--- config.mk ---
export PLATFORM = sky130hd
export DESIGN_NAME = spi_frame_slave
export DESIGN_NICKNAME = d
export VERILOG_FILES = /design/src/rtl/spi_frame_slave_pkg.sv /design/src/rtl/spi_sync_edge.sv /design/src/rtl/spi_frame_slave.sv
export SDC_FILE = /design/constraint.sdc
export NUM_CORES = 1
export LEC_CHECK = 0
export CAP_MARGIN = 20
export CORE_ASPECT_RATIO = 1.1
export CORE_MARGIN = 1.5
export CORE_UTILIZATION = 50
export DETAILED_ROUTE_END_ITERATION = 7
export PLACE_DENSITY = 0.75
export SETUP_SLACK_MARGIN = 0.15
export SYNTH_ARGS = -nofsm -noshare
export SYNTH_HDL_FRONTEND = slang
export SYNTH_SLANG_ARGS = --single-unit
--- constraint.sdc ---
create_clock -name CLK -period 29.7 [get_ports CLK]
set_input_delay 2.97 -clock CLK [delete_from_list [all_inputs] [get_ports CLK]]
set_output_delay 2.97 -clock CLK [all_outputs]
set_load 0.01 [all_outputs]
--- src/rtl/spi_frame_slave_pkg.sv ---
// Shared constants and FSM encoding for the SPI frame slave.
package spi_frame_slave_pkg;

  localparam int unsigned FRAME_BITS_DEF = 256;
  localparam int unsigned COUNT_W        = 16;

  typedef enum logic [1:0] {
    WAIT_IDLE = 2'd0,
    IDLE      = 2'd1,
    SHIFT     = 2'd2
  } state_t;

endpackage

--- src/rtl/spi_sync_edge.sv ---
// Multi-stage synchronizer with rise/fall pulse detection on the synchronized level.
module spi_sync_edge #(
  parameter int unsigned STAGES = 2
) (
  input  logic clk,
  input  logic rst,
  input  logic din,
  output logic level,
  output logic rise_c,
  output logic fall_c
);

  logic [STAGES-1:0] chain;
  logic              prev;

  always_ff @(posedge clk or posedge rst) begin
    if (rst) begin
      chain <= '0;
      prev  <= 1'b0;
    end else begin
      chain <= STAGES'({chain, din});
      prev  <= chain[STAGES-1];
    end
  end

  assign level  = chain[STAGES-1];
  assign rise_c = level & ~prev;
  assign fall_c = ~level & prev;

endmodule

--- src/rtl/spi_frame_slave.sv ---
// SPI mode-0 frame slave: receives and transmits one FRAME_BITS word per CS_N low period.
module spi_frame_slave
  import spi_frame_slave_pkg::*;
#(
  parameter int unsigned FRAME_BITS  = FRAME_BITS_DEF,
  parameter int unsigned SYNC_STAGES = 2
) (
  input  logic                  CLK,
  input  logic                  RESET,
  input  logic                  SPI_CS_N,
  input  logic                  SPI_SCLK,
  input  logic                  SPI_MOSI,
  output logic                  SPI_MISO,
  input  logic [FRAME_BITS-1:0] TX_DATA,
  output logic [FRAME_BITS-1:0] RX_DATA,
  output logic                  RX_VALID,
  output logic                  FRAME_ERR,
  output logic [COUNT_W-1:0]    FRAME_COUNT
);

  localparam int unsigned CNT_W = $clog2(FRAME_BITS) + 1;
  localparam logic [CNT_W-1:0] CNT_FULL = CNT_W'(FRAME_BITS);
  localparam logic [CNT_W-1:0] CNT_SAT  = CNT_W'(FRAME_BITS + 1);

  logic cs_lvl, cs_rise, cs_fall;
  logic sclk_lvl, sclk_rise, sclk_fall;
  logic mosi_lvl, mosi_rise, mosi_fall;

  spi_sync_edge #(.STAGES(SYNC_STAGES)) u_sync_cs (
    .clk(CLK), .rst(RESET), .din(SPI_CS_N),
    .level(cs_lvl), .rise_c(cs_rise), .fall_c(cs_fall)
  );

  spi_sync_edge #(.STAGES(SYNC_STAGES)) u_sync_sclk (
    .clk(CLK), .rst(RESET), .din(SPI_SCLK),
    .level(sclk_lvl), .rise_c(sclk_rise), .fall_c(sclk_fall)
  );

  spi_sync_edge #(.STAGES(SYNC_STAGES)) u_sync_mosi (
    .clk(CLK), .rst(RESET), .din(SPI_MOSI),
    .level(mosi_lvl), .rise_c(mosi_rise), .fall_c(mosi_fall)
  );

  state_t                state;
  logic [FRAME_BITS-1:0] tx_sr;
  logic [FRAME_BITS-1:0] rx_sr;
  logic [CNT_W-1:0]      cnt;
  logic                  done_pend;
  logic                  err_pend;

  // Edges and the TX MSB register are consumed elsewhere or not at all.
  logic unused_sig;
  assign unused_sig = ^{sclk_lvl, mosi_rise, mosi_fall, tx_sr[FRAME_BITS-1]};

  // Frame FSM; end-of-frame results go through one pending stage so outputs
  // appear SYNC_STAGES+2 cycles after the CS_N pin rises.
  always_ff @(posedge CLK or posedge RESET) begin
    if (RESET) begin
      state       <= WAIT_IDLE;
      tx_sr       <= '0;
      rx_sr       <= '0;
      cnt         <= '0;
      RX_DATA     <= '0;
      FRAME_COUNT <= '0;
      RX_VALID    <= 1'b0;
      FRAME_ERR   <= 1'b0;
      SPI_MISO    <= 1'b0;
      done_pend   <= 1'b0;
      err_pend    <= 1'b0;
    end else begin
      RX_VALID  <= done_pend;
      FRAME_ERR <= err_pend;
      done_pend <= 1'b0;
      err_pend  <= 1'b0;
      if (done_pend) FRAME_COUNT <= FRAME_COUNT + COUNT_W'(1);

      case (state)
        WAIT_IDLE: begin
          SPI_MISO <= 1'b0;
          if (cs_lvl) state <= IDLE;
        end
        IDLE: begin
          SPI_MISO <= 1'b0;
          if (cs_fall) begin
            state    <= SHIFT;
            tx_sr    <= TX_DATA;
            cnt      <= '0;
            SPI_MISO <= TX_DATA[FRAME_BITS-1];
          end
        end
        SHIFT: begin
          // CS_N release wins over any SCLK edge in the same cycle.
          if (cs_rise) begin
            state    <= IDLE;
            SPI_MISO <= 1'b0;
            if (cnt == CNT_FULL) begin
              RX_DATA   <= rx_sr;
              done_pend <= 1'b1;
            end else begin
              err_pend  <= 1'b1;
            end
          end else begin
            if (sclk_rise) begin
              rx_sr <= {rx_sr[FRAME_BITS-2:0], mosi_lvl};
              if (cnt != CNT_SAT) cnt <= cnt + CNT_W'(1);
            end
            if (sclk_fall) begin
              tx_sr    <= {tx_sr[FRAME_BITS-2:0], 1'b0};
              SPI_MISO <= tx_sr[FRAME_BITS-2];
            end
          end
        end
        default: begin
          state    <= WAIT_IDLE;
          SPI_MISO <= 1'b0;
        end
      endcase
    end
  end

endmodule

Word-level counts from Yosys, hierarchy flattened. Cells that the tools add are included.

Register bits: 807. Input bits: 261. Output and inout bits: 275. Word-level logic and storage cells: 69.

Add/sub/neg operators: 2. Bitwise logic cells: 9. Mux-type cells: 23. Equal/unequal tests: 12. Reduce and logical (&&, ||, !) cells: 7.

Operator list (number): 2-to-1 mux 255 bit (3); one-hot mux 255 bit (2 select lines) (1); 2-to-1 mux 9 bit (4); one-hot mux 9 bit (2 select lines) (1); adder 16 x 1 -> 16 bit (second input constant) (1); inequality test 2 bit (second input constant) (6); adder 9 x 1 -> 9 bit (second input constant) (1); == test 9 bit (second input constant) (1); 2-to-1 mux 1 bit (9); inequality test 9 bit (second input constant) (1); AND reduction 3 bit (3); 2-to-1 mux 2 bit (3); one-hot mux 2 bit (3 select lines) (1); inverter 1 bit (5); AND reduction 5 bit (1); bitwise AND 1 bit (4); AND reduction 4 bit (1); inequality test 3 bit (second input constant) (1); == test 2 x 1 -> 1 bit (second input constant) (1); == test 2 bit (second input constant) (1); zero test 2 bit (1); inequality test 2 x 1 -> 1 bit (second input constant) (1); one-hot mux 1 bit (2 select lines) (1); nonzero test 2 bit (1).

Logic depth before layout (Yosys ltp).
Depth in word-level cells: 5. Depth in mapped cells: 8.

Modules after synthesis. From an unflattened synthesis, not the netlist that was laid out.

Cells, all modules: 2362. Area, all modules: 32412.3 um^2.

Modules (own cells, without submodules): spi_frame_slave (area an instance 32130.8 um^2, sequential area each 19994.2 um^2, times used 1, cells each 2344); spi_sync_edge (area an instance 93.8 um^2, sequential area each 75.1 um^2, times used 3, cells each 6).

Least setup slack after synthesis. No wires, ideal clock.

Path type: input to register. From: input port TX_DATA[100]. To: register tx_sr[100]. Path buffers: 0. Library setup time: 127 ps. Data arrival time: 3470 ps. Cell stages on the path: 2. Path slack: 26102 ps. Path through: mux2_2 > mux2_1.

Cells in the longest elaborated chain, start to end: 2.

RTL lines: from (decl) (RTL line spi_frame_slave.sv:14) `input logic [FRAME_BITS-1:0] TX_DATA,`; 2-to-1 mux 255 bit (RTL line spi_frame_slave.sv:84) `if (cs_fall) begin`; one-hot mux 255 bit (2 select lines) (RTL line spi_frame_slave.sv:77) `case (state)`; to (signal assigned) (RTL line spi_frame_slave.sv:108) `tx_sr <= {tx_sr[FRAME_BITS-2:0], 1'b0};`; to (decl) (RTL line spi_frame_slave.sv:45) `logic [FRAME_BITS-1:0] tx_sr;`.

Every way passes these cells. The select of a mux whose other input is x is not followed. A chain may end at the register's enable or synchronous reset.

==> flow_summary.ini <==
[setup_path]
crit_chain = clkdlybuf4s50_1 -> inv_8 -> buf_4 -> buf_12 -> buf_4 -> buf_16
end_kind = asynchronous set/reset pin
crit_top_cell = buf_4
crit_path_max_incr_delay_ns = 0.81
worstPathArrival_ns = 6.50
cp_slowest_cell = buf_4
worstSetupPathType = in -> async
required_ns = 30.50
path_max_fanout = 160
cp-start-kind = input port

[clocking]
cts_tree = yes
cts_setup_buffers = 0
htreeDepth = 3
cts_buffers = 82
post_cts_resized = 0
clk_path_buf_depth = 3
hold_buffers = 0
clock_latency_ns = 0.63
root_buffer = clkbuf_16
clock_sinks = 807
path_clk_slew_ns = 0.06

[yosys]
synth_cell_types = 48
syn_nets = 2346
yosysSeqAreaShare = 0.590
yosys_warnings = 0
synthCells = 2076
netlist_area_sq_mm = 0.0342
ys_ff_latch = 807
avgSynthCellArea_sq_um = 16.5

[drt]
viasPerCell = 5.17
drcViolationCount = 0
vias = 18600
routed_wl_um = 73600
ant_nets = 0
wl_per_cell_um = 20.5
drt_iter0_drc = 766
first_pass_iters = 6

[power_and_ir_drop]
p_leak_nw = 20.2
p_per_area_mw_per_mm2 = 70.0
ir_drop_v = 0.0000552

[layout]
final_cell_mix = dfrtp_1 (807), mux2_2 (544), clkdlybuf4s50_1 (535)
drive_gt1_frac = 0.340
nets = 2876
area_delta_synth_final_pct = 25.7
fillerInstances = 4908
layout_commonest_cell = dfrtp_1

[run_status]
status = finished, final reports clean

[place]
dpl.hpwl_um = 49700
gp_congestion = 0.792
io_buffers = 535
pre_cts_slack_ns = 22.65

[sta]
tns_ns = 0
clock.fmax_mhz = 175
period_share = 0.192
setup_slack_ns = 24.00
max-slew-margin-rel = 0.201
rsz0062_at_grt = false
final.min_clock_period_ns = 5.70
slew_viol_final = 0
final_hold_viol_count = 0
skew_ns = 0.0242
worst_pin_slew_ns = 1.20
finalSetupViolCount = 0

[die]
num_rows = 100
die_area_sq_mm = 0.0700
die_y_um = 277
start_util = 0.506
die_w_um = 252
coreArea_sq_mm = 0.0677
io_pins = 536

[global_route]
grt_pass1_wl_um = 116000
grt_max_degree = 161
antenna_found_initial = 9
grt_pass1_vias = 20400
gr-total-overflow = 0
grt_usage = 0.211

[job]
maxCapViolations = 0

[hold_path]
min_path_type = reg -> reg
critical path: cells and delay by family:
| kind | cells | cell delay (ns) |
|---|---|---|
| buffers and inverters | 6 | 3.21 |
cell type report:
cell class	instances	area, sq um	share of cell area
sequential	807	20200	0.470
multi-input combinational	1142	13100	0.305
timing repair buffer	561	5700	0.132
clock buffer	121	2410	0.0560
tap	918	1150	0.0267
clock inverter	27	369	0.00858
inverter	12	52.6	0.00122
antenna	6	15.0	0.000349
path summary, 6_finish.rpt:
path	to	slack, ns	cells past startpoint	start
worst min-delay path	u_sync_sclk.chain[1]	0.35	0	u_sync_sclk.chain[0]
max in group CLK	FRAME_COUNT[10]	24.95	1	FRAME_COUNT[10]
min in group asynchronous	tx_sr[161]	2.89	2	RESET
worst max register to register	RX_DATA[79]	25.36	7	state[0]
worst max-delay path	RX_DATA[35]	24.00	6	RESET
worst min register to register	u_sync_sclk.chain[1]	0.35	0	u_sync_sclk.chain[0]
where the power goes:
group	total, mW	switching, mW	internal, mW	leakage [nW]
clock	1.05	0.436	0.611	1.37
sequential	1.38	0.0943	1.29	10.7
combinational	0.581	0.247	0.334	8.22
logic make-up after synthesis:
kind of cell,after synthesis,share of synthesized area
AOI/OAI and AO/OA,22,0.00501
muxes,1024,0.359
buffers and inverters,127,0.0276
xor gates and xnor gates,15,0.00384
adders and majority gates,9,0.00329
and+or+nand+nor,72,0.0115
DFF,807,0.590
per-stage QoR:
stage / area (sq um) / hold slack, ns / power [mW] / std cells / utilization
final: 43000 / 0.348 / 3.01 / 3594 / 0.635
after CTS: 42800 / 0.350 / 3.05 / 3582 / 0.633
after floorplan: 34200 / 0.331 / 1.87 / 2076 / -
after detailed placement: 40100 / 0.335 / 1.99 / 3434 / 0.592
after global routing: 43000 / 0.358 / 3.17 / 3594 / 0.635
after global placement: 40100 / 0.335 / 1.95 / 3434 / 0.592
routing by layer:
metal  up-vias  wire length, um  track usage
li1       8478                -            -
met1      9521            29500        0.256
met2       417            36300        0.348
met3       164             4340       0.0529
met4         6             3430        0.108
met5         -               45            0
registers in the layout, summed over array words and instances, names as in the netlist, 2 cells and up:
name and flops:
state 2, u_sync_mosi.chain 2, cnt 9, rx_sr 256, u_sync_sclk.chain 2, tx_sr 255
u_sync_cs.chain 2, RX_DATA 256, FRAME_COUNT 16
synthesized netlist by cell type (all sizes together):
master,number,area [sq um]
o31ai,1,7.51
ha,9,113
a2bb2oi,1,8.76
nor2b,3,18.8
nor4,1,6.26
o311ai,1,8.76
o22ai,2,12.5
a41oi,1,8.76
and2,2,12.5
mux2i,2,20.0
clkinv,1,3.75
inv,11,41.3
and3,1,6.26
nand2b,4,25.0
or3,2,12.5
dfrtp,807,20200
a221o,3,30.0
buf,100,843
o21bai,1,7.51
nand3b,2,15.0
nor4b,1,8.76
a21oi,2,10.0
xor2,5,43.8
nor3,8,45.0
or4,1,7.51
a31oi,1,6.26
and4b,1,10.0
mux2,1022,12300
a32o,1,10.0
clkbuf,15,56.3
nand4,7,58.8
nand3,10,50.1
a211oi,1,7.51
nand2,20,77.6
and2b,1,10.0
xnor2,10,87.6
o21ai,4,31.3
o211ai,1,7.51
o21a,2,15.0
nor2,8,30.0
Note: power is estimated with default switching activity, not from simulation.
